$ cat src/rtl/dds_vhdl.sv
// Direct digital synthesiser: phase accumulator feeding a registered waveform
// generator. Define DDS_VHDL_SIGNED_OUT_EN for two's-complement signal_out.
module dds_vhdl #(
  parameter int phase_width = 4,
  parameter int data_width  = 8
) (
  input  logic                   clk,
  input  logic                   rst,
  input  logic [1:0]             control,
  input  logic [phase_width-1:0] phase_incr,
  output logic [phase_width-1:0] phase_out,
  output logic [data_width-1:0]  signal_out
);

  localparam logic [1:0] CTRL_SAW = 2'd0;
  localparam logic [1:0] CTRL_SQR = 2'd1;
  localparam logic [1:0] CTRL_TRI = 2'd2;
  localparam logic [1:0] CTRL_SIN = 2'd3;

  logic [phase_width-1:0] acc_q, acc_d;
  logic [data_width-1:0]  sig_q, sig_d;
  logic [data_width-1:0]  wave;
  logic [phase_width-2:0] tri_t;

  // One 16-entry quarter-symmetric sine period, offset binary.
  function automatic logic [7:0] sine_rom(input logic [3:0] idx);
    logic [7:0] val;
    case (idx)
      4'd0:    val = 8'd128;
      4'd1:    val = 8'd177;
      4'd2:    val = 8'd218;
      4'd3:    val = 8'd245;
      4'd4:    val = 8'd255;
      4'd5:    val = 8'd245;
      4'd6:    val = 8'd218;
      4'd7:    val = 8'd177;
      4'd8:    val = 8'd128;
      4'd9:    val = 8'd79;
      4'd10:   val = 8'd38;
      4'd11:   val = 8'd11;
      4'd12:   val = 8'd1;
      4'd13:   val = 8'd11;
      4'd14:   val = 8'd38;
      default: val = 8'd79;
    endcase
    return val;
  endfunction

  always_comb begin
    acc_d = acc_q + phase_incr;
    tri_t = acc_q[phase_width-1] ? ~acc_q[phase_width-2:0] : acc_q[phase_width-2:0];
    wave  = '0;
    // Samples are built from the pre-increment phase, so signal_out lags phase_out.
    case (control)
      CTRL_SAW: wave[data_width-1 -: phase_width] = acc_q;
      CTRL_SQR: wave = {data_width{~acc_q[phase_width-1]}};
      CTRL_TRI: wave[data_width-1 -: phase_width] = {tri_t, 1'b0};
      CTRL_SIN: wave[data_width-1 -: 8] = sine_rom(acc_q[3:0]);
      default:  wave = '0;
    endcase
    sig_d = wave;
`ifdef DDS_VHDL_SIGNED_OUT_EN
    sig_d[data_width-1] = ~wave[data_width-1];
`endif
  end

  always_ff @(posedge clk or negedge rst) begin
    if (!rst) begin
      acc_q <= '0;
      sig_q <= '0;
    end else begin
      acc_q <= acc_d;
      sig_q <= sig_d;
    end
  end

  assign phase_out  = acc_q;
  assign signal_out = sig_q;

endmodule

$ cat config.mk
export PLATFORM = sky130hd
export DESIGN_NAME = dds_vhdl
export DESIGN_NICKNAME = d
export VERILOG_FILES = /design/src/rtl/dds_vhdl.sv
export SDC_FILE = /design/constraint.sdc
export NUM_CORES = 1
export LEC_CHECK = 0
export ABC_AREA = 1
export CORE_ASPECT_RATIO = 0.8
export CORE_MARGIN = 2
export CORE_UTILIZATION = 43
export DETAILED_ROUTE_END_ITERATION = 12
export GPL_TIMING_DRIVEN = 1
export PLACE_DENSITY = 0.73
export SETUP_SLACK_MARGIN = 0.3
export SLEW_MARGIN = 5
export SYNTH_ARGS = -nofsm -noshare
export SYNTH_HDL_FRONTEND = slang
export SYNTH_SLANG_ARGS = --single-unit
$ cat constraint.sdc
create_clock -name clk -period 1.33 [get_ports clk]
set_input_delay 0.399 -clock clk [delete_from_list [all_inputs] [get_ports clk]]
set_output_delay 0.399 -clock clk [all_outputs]
set_load 0.05 [all_outputs]
* Word level (Yosys, flattened, before mapping)
Memories as Yosys holds them, arrays and structs flattened.
Index checks and enable logic that the tools add are counted.
Widths: inputs -> output; s select.
** Word-level totals
- Bits in registers :: 12
- ROM bits :: 128
- Input port bits :: 8
- Output and inout bits :: 12
- Logic and storage cells :: 13
- Memories :: 1
** Memory list
- (no name shown) :: depth 16, bits a word 8, rd ports 1, clocked after Yosys merged registers in 0, write ports 0, RTL line 28 : case (idx)
** Operators by class
- $add $sub $neg :: 1
- Equal/unequal tests :: 3
- Mux-type cells :: 3
- Bitwise gates (word level) :: 2
- Reduce and logical (&&, ||, !) cells :: 1
** Operator list (number)
- $pmux 4 s4 :: 1
- $pmux 4 s2 :: 1
- $add 4x4->4 :: 1
- $eq 2x2->1 const B :: 2
- $mux 3 :: 1
- $not 3->3 :: 1
- $eq 2x1->1 const B :: 1
- $logic_not 2->1 :: 1
- $not 1->1 :: 1

* Longest topological paths before layout
Gate-level depths: netlist of the first run.
- Depth in word-level cells :: 3
- Mapped depth :: 7
- Depth with buffers taken out :: 7

* Least setup slack after synthesis of the first run
Ideal clock, no wire load.
- Kind :: register to register
- From :: reg acc_q[1] (netlist: phase_out[1])
- To :: reg acc_q[2] (netlist: phase_out[2])
- Setup time :: 123 ps
- Data arrival time :: 1544 ps
- Data required time :: 1207 ps
- Setup slack :: -336 ps
- Cell stages (with the launch flop) :: 4
- Buffers on the path :: 0
- Clock period less this slack :: 1666 ps
- Cells stage by stage :: dfrtp_1 -> inv_1 -> fa_1 -> xnor2_1
** Between the ends
- Longest elaborated chain between the ends :: 1
** Ends and longest elaborated chain
- start, declared :: RTL line 20 : logic [phase_width-1:0] acc_q, acc_d;
- start signal, assigned :: RTL line 69 : acc_q <= '0;
- start signal, assigned :: RTL line 72 : acc_q <= acc_d;
- $add 4x4->4 :: RTL line 50 : acc_d = acc_q + phase_incr;
- named net acc_d[2] :: RTL line 20
The timed path passes the listed nets, and every way through them passes these cells.

* Worst setup path after layout of the first run
- From :: reg acc_q[0] (netlist: phase_out[0])
- To :: out phase_out[0]
** RTL lines
- end, declared :: RTL line 11 : output logic [phase_width-1:0] phase_out,
No word-level cell between the ends.

==> results of run 1 <==
==> power by group <==
part	switching (µW)	internal [µW]	total (µW)
clock network	131	167	297
logic	1640	1450	3100
registers	179	561	740
==> registers in the layout (all words and copies together) (netlist names) <==
name and cells:
phase_out 4, signal_out 8
==> worst max-delay path, stage by stage (launching register included) <==
cell and delay (ns):
dfrtp_4 0.51, buf_6 0.13, buf_12 0.13
==> layout make-up <==
type	count	share of cell area [%]
Clock buffer	4	2.560
Inverter	12	3.883
Multi-Input combinational cell	68	36.98
Sequential cell	12	21.89
Tap cell	22	1.942
Timing Repair Buffer	38	32.74
==> cell usage after synthesis <==
| cell | n | area, µm² |
|---|---|---|
| ha_1 | 10 | 125.1 |
| nor2_1 | 3 | 11.26 |
| buf_6 | 2 | 22.52 |
| xnor2_2 | 1 | 16.27 |
| a21oi_1 | 3 | 15.01 |
| dfrtp_1 | 12 | 300.3 |
| inv_2 | 1 | 3.750 |
| nand2_1 | 29 | 108.9 |
| inv_4 | 2 | 12.51 |
| fa_1 | 1 | 20.02 |
| xnor2_1 | 2 | 17.52 |
| inv_1 | 8 | 30.03 |
| clkinv_1 | 1 | 3.750 |
| o21ai_1 | 4 | 20.02 |
| nand4_1 | 3 | 18.77 |
| nand3_2 | 1 | 10.01 |
| o211ai_1 | 1 | 7.510 |
| o211ai_2 | 1 | 12.51 |
| nand3_1 | 9 | 45.04 |
==> per-layer routing <==
| metal | track usage, % | part of all wire, % | up-vias |
|---|---|---|---|
| li1 | - | - | 381 |
| met1 | 28.29 | 36 | 406 |
| met5 | 0 | 0 | - |
| met2 | 35.95 | 47 | 69 |
| met3 | 9.286 | 11 | 16 |
| met4 | 15.90 | 5.6 | 0 |
==> metrics by stage <==
stage / total power [µW] / cells / hold WS, ns
2_1_floorplan: 2126 / 94 / 0.1034
3_3_place_gp: 3220 / 145 / 0.6112
3_5_place_dp: 3310 / 145 / 0.6192
4_1_cts: 3950 / 155 / 0.4126
5_1_grt: 4380 / 156 / 0.4400
6_report: 4135 / 156 / 0.4300
==> worst max-delay path by stage <==
stage	startpoint	endpoint	slack, ns
6_report	phase_out[0]$_DFF_PN0_	phase_out[0]	-0.12
5_1_grt	phase_out[1]$_DFF_PN0_	signal_out[2]$_DFF_PN0_	-0.17
4_1_cts	phase_out[0]$_DFF_PN0_	phase_out[0]	-0.11
3_5_place_dp	phase_incr[0]	phase_out[1]$_DFF_PN0_	-0.42
3_3_place_gp	phase_incr[0]	phase_out[2]$_DFF_PN0_	-0.36
2_1_floorplan	phase_out[0]$_DFF_PN0_	phase_out[2]$_DFF_PN0_	-0.02
==> logic make-up (layout without fill, tap and decap cells) <==
group	count (synthesis)	in the layout
compound gates	9	9
xor+xnor	3	3
fa+ha+maj	11	11
buf+inv	14	54
flops	12	12
simple gates	45	45
==> what timing repair did <==
action,4_1_cts,5_1_grt
hold buffers,0,0
resized for setup,24,6
setup endpoints to repair,23,23
pin swaps,7,3
buffers inserted,6,1
==> flow_summary.json, run 1 <==
{
  "status": "complete, but fails checks",
  "violations": "negative setup slack",
  "rr_startpoint": "phase_out[0]$_DFF_PN0_",
  "multiInputGateArea_um2": 524.3,
  "synth-xor-area-share_pct": 4.219,
  "tns_ns": -0.5549,
  "fmax_mhz": 689.1,
  "wl_um": 2380,
  "fp.dieW_um": 52.25,
  "place.gp.congestion": 0.8834,
  "finalHoldViolCount": 0,
  "place_hpwl_um": 1497,
  "route.detailed.drc": 0,
  "cp.arrival_ns": 1.05,
  "drive_above_1_share_pct": 49.25,
  "synth-simple-area-share_pct": 24.22,
  "rsz0062_at_grt": "yes",
  "pre_cts_ws_ns": -0.4223,
  "numPortBuffers": 19,
  "yosys_register_bits": 12,
  "fill_cells": 87,
  "vias": 872,
  "ys_seq_area_share_pct": 37.50,
  "syn_area_per_cell_um2": 8.519,
  "syn_area_um2": 800.8,
  "grt_use_total_pct": 24.06,
  "ys_warn_count": 0,
  "finalCriticalPeriod_ns": 1.451,
  "synth-compound-area-share_pct": 6.875,
  "antenna_found_initial": 0,
  "num_rows": 13,
  "rr_worst_depth": 5,
  "ff2ff_setup_slack_ns": -0.11,
  "p_leak_uw": 0.0006671,
  "maxSlewViolCount": 0,
  "cts_tree": "done",
  "crit_path_start_kind": "flip-flop",
  "h-tree-depth": 1,
  "synth.area.mux_share_pct": 0,
  "clk_path_buf_depth": 2,
  "initial_core_util_pct": 47.34,
  "layout_commonest_cell": "nand2_1",
  "drv_cap": 0,
  "final-seq-area_um2": 310.3,
  "first_iter_violations": 44,
  "dieArea_um2": 2226,
  "numCtsBuffers": 3,
  "synth_top_family_by_area": "simple AND/OR/NAND/NOR gates",
  "critPathCaptureType": "output pin",
  "worstReg2RegEnd": "phase_out[1]$_DFF_PN0_",
  "antenna_cells": 0,
  "dpl_cell_area_um2": 1240,
  "fin_skew_ns": 0.003110,
  "core_area_um2": 1692,
  "cp.required_ns": 0.93,
  "avgRoutedWirePerCell_um": 15.26,
  "nNetsFinal": 154,
  "holdCritPathClass": "in2async",
  "syn_to_final_growth_pct": 77.03,
  "ant_nets": 0,
  "grt_overflow_total": 0,
  "vdd_ir_drop_max_v": 0.001915,
  "p_per_area_nw_per_um2": 2917,
  "synth_cells": 94,
  "critical_path_class": "reg2out",
  "viasPerCell": 5.590,
  "grt_pass1_wl_um": 3815,
  "grt_pass1_vias": 840,
  "clk_pin_slew_ns": 0.08,
  "dr.pass1.iters": 4,
  "worstPathMaxFanout": 4,
  "finalSetupViolations": 6,
  "grt_max_degree": 13,
  "insertion_delay_ns": 0.28,
  "synth_nets": 113,
  "timing.final.ws_setup_ns": -0.1211,
  "yosysUniqueCellTypes": 19,
  "die_h_um": 42.60,
  "io_pins": 20,
  "final_area_um2": 1418,
  "finalCritPeriodShare_pct": 109.1,
  "slew_headroom_pct": 82.96,
  "clock_sinks": 12,
  "tightest_slew_ns": 0.2547,
  "layout_common_cells": "nand2_1, buf_4, buf_12",
  "fin_util_pct": 83.80,
  "root_buffer": "clkbuf_4",
  "synth-adder-area-share_pct": 18.13
}
No activity file was read; power rests on OpenSTA's default activity.
==> run 2, diff against run 1 <==
--- a/config.mk
+++ b/config.mk
@@ -8,10 +8,11 @@
 export ABC_AREA = 1
 export CORE_ASPECT_RATIO = 0.8
 export CORE_MARGIN = 2
-export CORE_UTILIZATION = 43
+export CORE_UTILIZATION = 45
+export CTS_BUF_LIST = sky130_fd_sc_hd__clkbuf_4
 export DETAILED_ROUTE_END_ITERATION = 12
 export GPL_TIMING_DRIVEN = 1
-export PLACE_DENSITY = 0.73
+export PLACE_DENSITY = 0.76
 export SETUP_SLACK_MARGIN = 0.3
 export SLEW_MARGIN = 5
 export SYNTH_ARGS = -nofsm -noshare
==> flow_summary.json, run 2 (synthesis gave the netlist of run 1 again) <==
{
  "status": "complete, but fails checks",
  "violations": "negative setup slack",
  "finalCriticalPeriod_ns": 1.459,
  "final_cells": 158,
  "slowest_delay_ns": 0.50,
  "wl_um": 3130,
  "antenna_found_initial": 0,
  "worstReg2RegEnd": "signal_out[2]$_DFF_PN0_",
  "io_pins": 20,
  "place_hpwl_um": 1486,
  "p_sw_uw": 2108,
  "drv_cap": 0,
  "finalSetupViolations": 8,
  "route.detailed.drc": 0,
  "grt_use_total_pct": 29.00,
  "clk_pin_slew_ns": 0.09,
  "ff2ff_setup_slack_ns": -0.13,
  "clk_path_buf_depth": 2,
  "seqPwrFrac_pct": 17.0,
  "drive_above_1_share_pct": 52.21,
  "nNetsFinal": 156,
  "place.gp.congestion": 0.8952,
  "critPathCaptureType": "flip-flop",
  "syn_to_final_growth_pct": 79.84,
  "layout_common_cells": "nand2_1, buf_4, buf_12",
  "die_h_um": 41.73,
  "p_per_area_nw_per_um2": 2997,
  "timing.final.ws_setup_ns": -0.1291,
  "insertion_delay_ns": 0.28,
  "power.share.clock_pct": 5.8,
  "first_iter_violations": 46,
  "final_area_um2": 1440,
  "num_rows": 13,
  "avgRoutedWirePerCell_um": 19.81,
  "core_area_um2": 1643,
  "maxSlewViolCount": 0,
  "vias": 895,
  "viasPerCell": 5.665,
  "largest_reg_flops": 8,
  "grt_pass1_wl_um": 4436,
  "power.internal_uw": 2208,
  "numCtsBuffers": 3,
  "p_leak_uw": 0.0006851,
  "critical_path_class": "reg2reg",
  "power_frac_comb_pct": 77.2,
  "crit_path_start_kind": "flip-flop",
  "h-tree-depth": 1,
  "worstPathMaxFanout": 6,
  "vdd_ir_drop_max_v": 0.002711,
  "dp_cells": 143,
  "ant_nets": 0,
  "rsz0062_at_grt": "yes",
  "crit_path_top_delay_cell": "dfrtp_4",
  "holdCritPathClass": "in2async",
  "hold_ws_ns": 0.4283,
  "cts_tree": "done",
  "tightest_slew_ns": 0.2468,
  "numPortBuffers": 19,
  "antenna_cells": 0,
  "cp.arrival_ns": 1.63,
  "fp.dieW_um": 51.17,
  "dieArea_um2": 2135,
  "path_delay_family": "flip-flops",
  "fmax_mhz": 685.3,
  "finalCritPeriodShare_pct": 109.7,
  "swShare_pct": 48.83,
  "dr.pass1.iters": 4,
  "grt_pass1_vias": 923,
  "fin_skew_ns": 0.003875,
  "crit_chain": "buf_8 > buf_4 > ha_4 > o21ai_2 > nand2_1 > nand3_1 > nand2_1",
  "slew_headroom_pct": 83.47,
  "finalHoldViolCount": 0,
  "path_buf_inv": 2,
  "root_buffer": "clkbuf_4",
  "rr_startpoint": "phase_out[1]$_DFF_PN0_",
  "crit_top_cell": "nand2_1",
  "dpl_cell_area_um2": 1225,
  "cp.required_ns": 1.50,
  "grt_max_degree": 13,
  "power.total_uw": 4316,
  "fill_cells": 68,
  "layout_commonest_cell": "nand2_1",
  "initial_core_util_pct": 48.74,
  "rr_worst_depth": 7,
  "clock_sinks": 12,
  "grt_overflow_total": 0
}
==> run 2: changes by cell type in the layout (fill, tap and decap cells not counted), sizes merged <==
| cell | previous run | this run |
|---|---|---|
| buf | 31 | 33 |
| clkbuf | 4 | 3 |
| clkdlybuf4s50 | 4 | 3 |
| clkinv | 1 | 2 |
| dlymetal6s2s | 0 | 1 |
==> run 2: metal layers <==
| metal | up-vias | GRT usage (%) | wire [µm] |
|---|---|---|---|
| met1 | 419 | 35.00 | 1168 |
| met4 | 0 | 18.38 | 197 |
| met5 | - | 0 | 0 |
| li1 | 390 | - | - |
| met3 | 21 | 4.676 | 211 |
| met2 | 65 | 47.53 | 1552 |
==> run 2: how the worst max path moves through the flow <==
| stage | startpoint | endpoint | slack (ns) | cells after the start |
|---|---|---|---|---|
| floorplan | phase_out[0]$_DFF_PN0_ | phase_out[2]$_DFF_PN0_ | -0.02 | 4 |
| global placement | phase_incr[0] | phase_out[2]$_DFF_PN0_ | -0.36 | 5 |
| detailed placement | phase_incr[0] | phase_out[1]$_DFF_PN0_ | -0.39 | 5 |
| CTS | phase_out[1]$_DFF_PN0_ | phase_out[1] | -0.12 | 2 |
| global route | phase_out[1]$_DFF_PN0_ | signal_out[2]$_DFF_PN0_ | -0.19 | 7 |
| finish | phase_out[1]$_DFF_PN0_ | signal_out[2]$_DFF_PN0_ | -0.13 | 7 |
==> run 2: metrics by stage <==
step | worst slack (ns) | utilization [%] | TNS [ns]
6_report | -0.1291 | 87.66 | -0.7407
5_1_grt | -0.1888 | 87.66 | -0.9474
4_1_cts | -0.1162 | 81.80 | -0.4275
3_5_place_dp | -0.3906 | 74.56 | -2.240
3_3_place_gp | -0.3593 | 74.56 | -1.976
2_1_floorplan | -0.02206 | - | -0.05071
==> run 2: power by group through the flow <==
| stage | Clock, µW | Combinational (µW) | Sequential (µW) |
|---|---|---|---|
| after global placement | 0 | 2410 | 765 |
| after CTS | 242 | 2870 | 718 |
| after floorplan | 0 | 842 | 1280 |
| after global routing | 275 | 3450 | 744 |
| final | 252 | 3330 | 733 |
| after detailed placement | 0 | 2480 | 774 |
==> run 2: what timing repair did <==
action                     CTS  global route
setup buffers                8             3
pin swaps                    2             2
hold buffers                 0             0
gates cloned                 0             0
setup endpoints to repair   23            23
gates resized for setup     18            19
hold endpoints to repair     0             0
==> run 2: final cells by class <==
type / count / area [µm²] / share of cell area (%)
clock inverter: 1 / 3.754 / 0.2606
inverter: 12 / 58.81 / 4.083
multi-input combinational: 68 / 531.8 / 36.92
timing repair buffer: 40 / 485.5 / 33.71
clock buffer: 3 / 22.52 / 1.564
tap: 22 / 27.53 / 1.911
sequential: 12 / 310.3 / 21.55
==> run 3, diff against run 2 <==
--- a/config.mk
+++ b/config.mk
@@ -11,7 +11,7 @@
 export CORE_UTILIZATION = 45
 export CTS_BUF_LIST = sky130_fd_sc_hd__clkbuf_4
 export DETAILED_ROUTE_END_ITERATION = 12
-export GPL_TIMING_DRIVEN = 1
+export GPL_TIMING_DRIVEN = 0
 export PLACE_DENSITY = 0.76
 export SETUP_SLACK_MARGIN = 0.3
 export SLEW_MARGIN = 5
==> flow_summary.json, run 3 (synthesis gave the netlist of run 1 again) <==
{
  "timing.final.ws_setup_ns": -0.07438,
  "rsz0062_at_grt": "yes",
  "cts_tree": "done",
  "numPortBuffers": 19,
  "fin_util_pct": 78.52,
  "dr.pass1.iters": 6,
  "top_layer_used": "met4",
  "dpl_cell_area_um2": 1052,
  "largest_reg_flops": 8,
  "vias": 796,
  "p_leak_uw": 0.0006315,
  "seqPwrFrac_pct": 18.8,
  "slew_headroom_pct": 62.03,
  "hold_buffers": 0,
  "startpoint": "phase_out[0]$_DFF_PN0_",
  "pre_cts_ws_ns": -0.3906,
  "grt_max_degree": 13,
  "route.met3.wl_um": 115,
  "initial_core_util_pct": 48.74,
  "critPathCaptureType": "flip-flop",
  "die_h_um": 41.73,
  "clk_pin_slew_ns": 0.08,
  "root_buffer": "clkbuf_4",
  "place.gp.congestion": 0.8960,
  "crit_path_start_kind": "flip-flop",
  "num_rows": 13,
  "avgRoutedWirePerCell_um": 14.16,
  "clock_sinks": 12,
  "finalHoldViolCount": 0,
  "finalCriticalPeriod_ns": 1.404,
  "viasPerCell": 5.307,
  "cp.arrival_ns": 1.55,
  "power.internal_uw": 1816,
  "finalCritPeriodShare_pct": 105.6,
  "wl_met2_um": 1084,
  "fp.dieW_um": 51.17,
  "layout_common_cells": "nand2_1, buf_6, dfrtp_1",
  "critical_path_class": "reg2reg",
  "antenna_found_initial": 0,
  "swShare_pct": 50.67,
  "ant_nets": 0,
  "grt_overflow_total": 0,
  "core_area_um2": 1643,
  "rr_startpoint": "phase_out[0]$_DFF_PN0_",
  "first_iter_violations": 14,
  "drive_above_1_share_pct": 47.66,
  "dieArea_um2": 2135,
  "drv_cap": 0,
  "h-tree-depth": 1,
  "vdd_ir_drop_max_v": 0.001721,
  "power.share.clock_pct": 6.5,
  "finalSetupViolations": 5,
  "grt_use_total_pct": 19.98,
  "tightest_slew_ns": 0.5678,
  "fin_skew_ns": 0.005175,
  "layout_commonest_cell": "nand2_1",
  "wl_um": 2124,
  "fmax_mhz": 712.1,
  "grt_pass1_wl_um": 3277,
  "place_hpwl_um": 1219,
  "antenna_cells": 0,
  "final_area_um2": 1290,
  "p_sw_uw": 1865,
  "wl_met1_um": 893,
  "syn_to_final_growth_pct": 61.09,
  "cp.required_ns": 1.47,
  "insertion_delay_ns": 0.28,
  "p_per_area_nw_per_um2": 2853,
  "nNetsFinal": 148,
  "worstPathMaxFanout": 5,
  "numCtsBuffers": 3,
  "clk_path_buf_depth": 2,
  "io_pins": 20,
  "grt_pass1_vias": 731,
  "violations": "negative setup slack",
  "route.detailed.drc": 0,
  "power_frac_comb_pct": 74.7,
  "status": "complete, but fails checks",
  "maxSlewViolCount": 0,
  "holdCritPathClass": "in2async"
}
==> run 3: changes by cell type in the layout (fill, tap and decap cells not counted), sizes merged <==
cell / before / now
dlymetal6s2s: 1 / 2
dlygate4sd2: 3 / 2
buf: 33 / 25
==> run 3: per-layer routing <==
layer,vias to the layer above,GRT usage (%)
li1,375,-
met1,388,28.05
met2,29,30.13
met3,4,5.396
met4,0,5.405
met5,-,0
==> run 3: worst paths after layout <==
path	end	slack, ns	cells past startpoint
max	signal_out[6]$_DFF_PN0_	-0.07	6
min reg2reg	phase_out[0]$_DFF_PN0_	0.70	2
min	phase_out[0]$_DFF_PN0_	0.47	1
max in group asynchronous	phase_out[1]$_DFF_PN0_	0.44	1
min in group clk	phase_out[0]$_DFF_PN0_	0.52	2
max reg2reg	signal_out[6]$_DFF_PN0_	-0.07	6
==> run 3: power by group through the flow <==
stage	Combinational, µW	Clock, µW	Sequential (µW)
final	2750	239	691
after floorplan	842	0	1280
after CTS	2350	241	683
after detailed placement	1960	0	719
after global placement	1930	0	717
after global routing	2910	261	711
==> run 3: through the flow <==
stage,setup TNS (ns),total power (µW),instances,hold slack [ns]
floorplan,-0.05071,2126,94,0.1034
global placement,-4.460,2645,135,0.6298
detailed placement,-4.644,2680,135,0.6346
CTS,-0.1490,3272,147,0.4825
global route,-0.4183,3881,150,0.5245
finish,-0.2160,3681,150,0.4749
==> run 3: area by class of cell <==
| class | count | area, µm² |
|---|---|---|
| repair buffers | 30 | 309.0 |
| inverters | 12 | 55.05 |
| flip-flops and latches | 12 | 309.0 |
| plain buffers | 2 | 22.52 |
| clock inverters | 1 | 3.754 |
| well taps | 22 | 27.53 |
| multi-input cells | 68 | 540.5 |
| clock buffers | 3 | 22.52 |
| fillers | 91 | 352.8 |
==> run 3: worst max-delay path, stage by stage, from the launching register on <==
cell	delay, ns
dfrtp_4	0.52
buf_4	0.17
ha_1	0.19
nand2_1	0.06
nand3_1	0.09
nand3_1	0.12
nand4_1	0.11
==> run 3: repair_timing <==
action	in CTS	in global routing
endpoints found under the setup margin	23	23
resized for setup	97	21
pin swaps	0	7
setup buffers	8	3
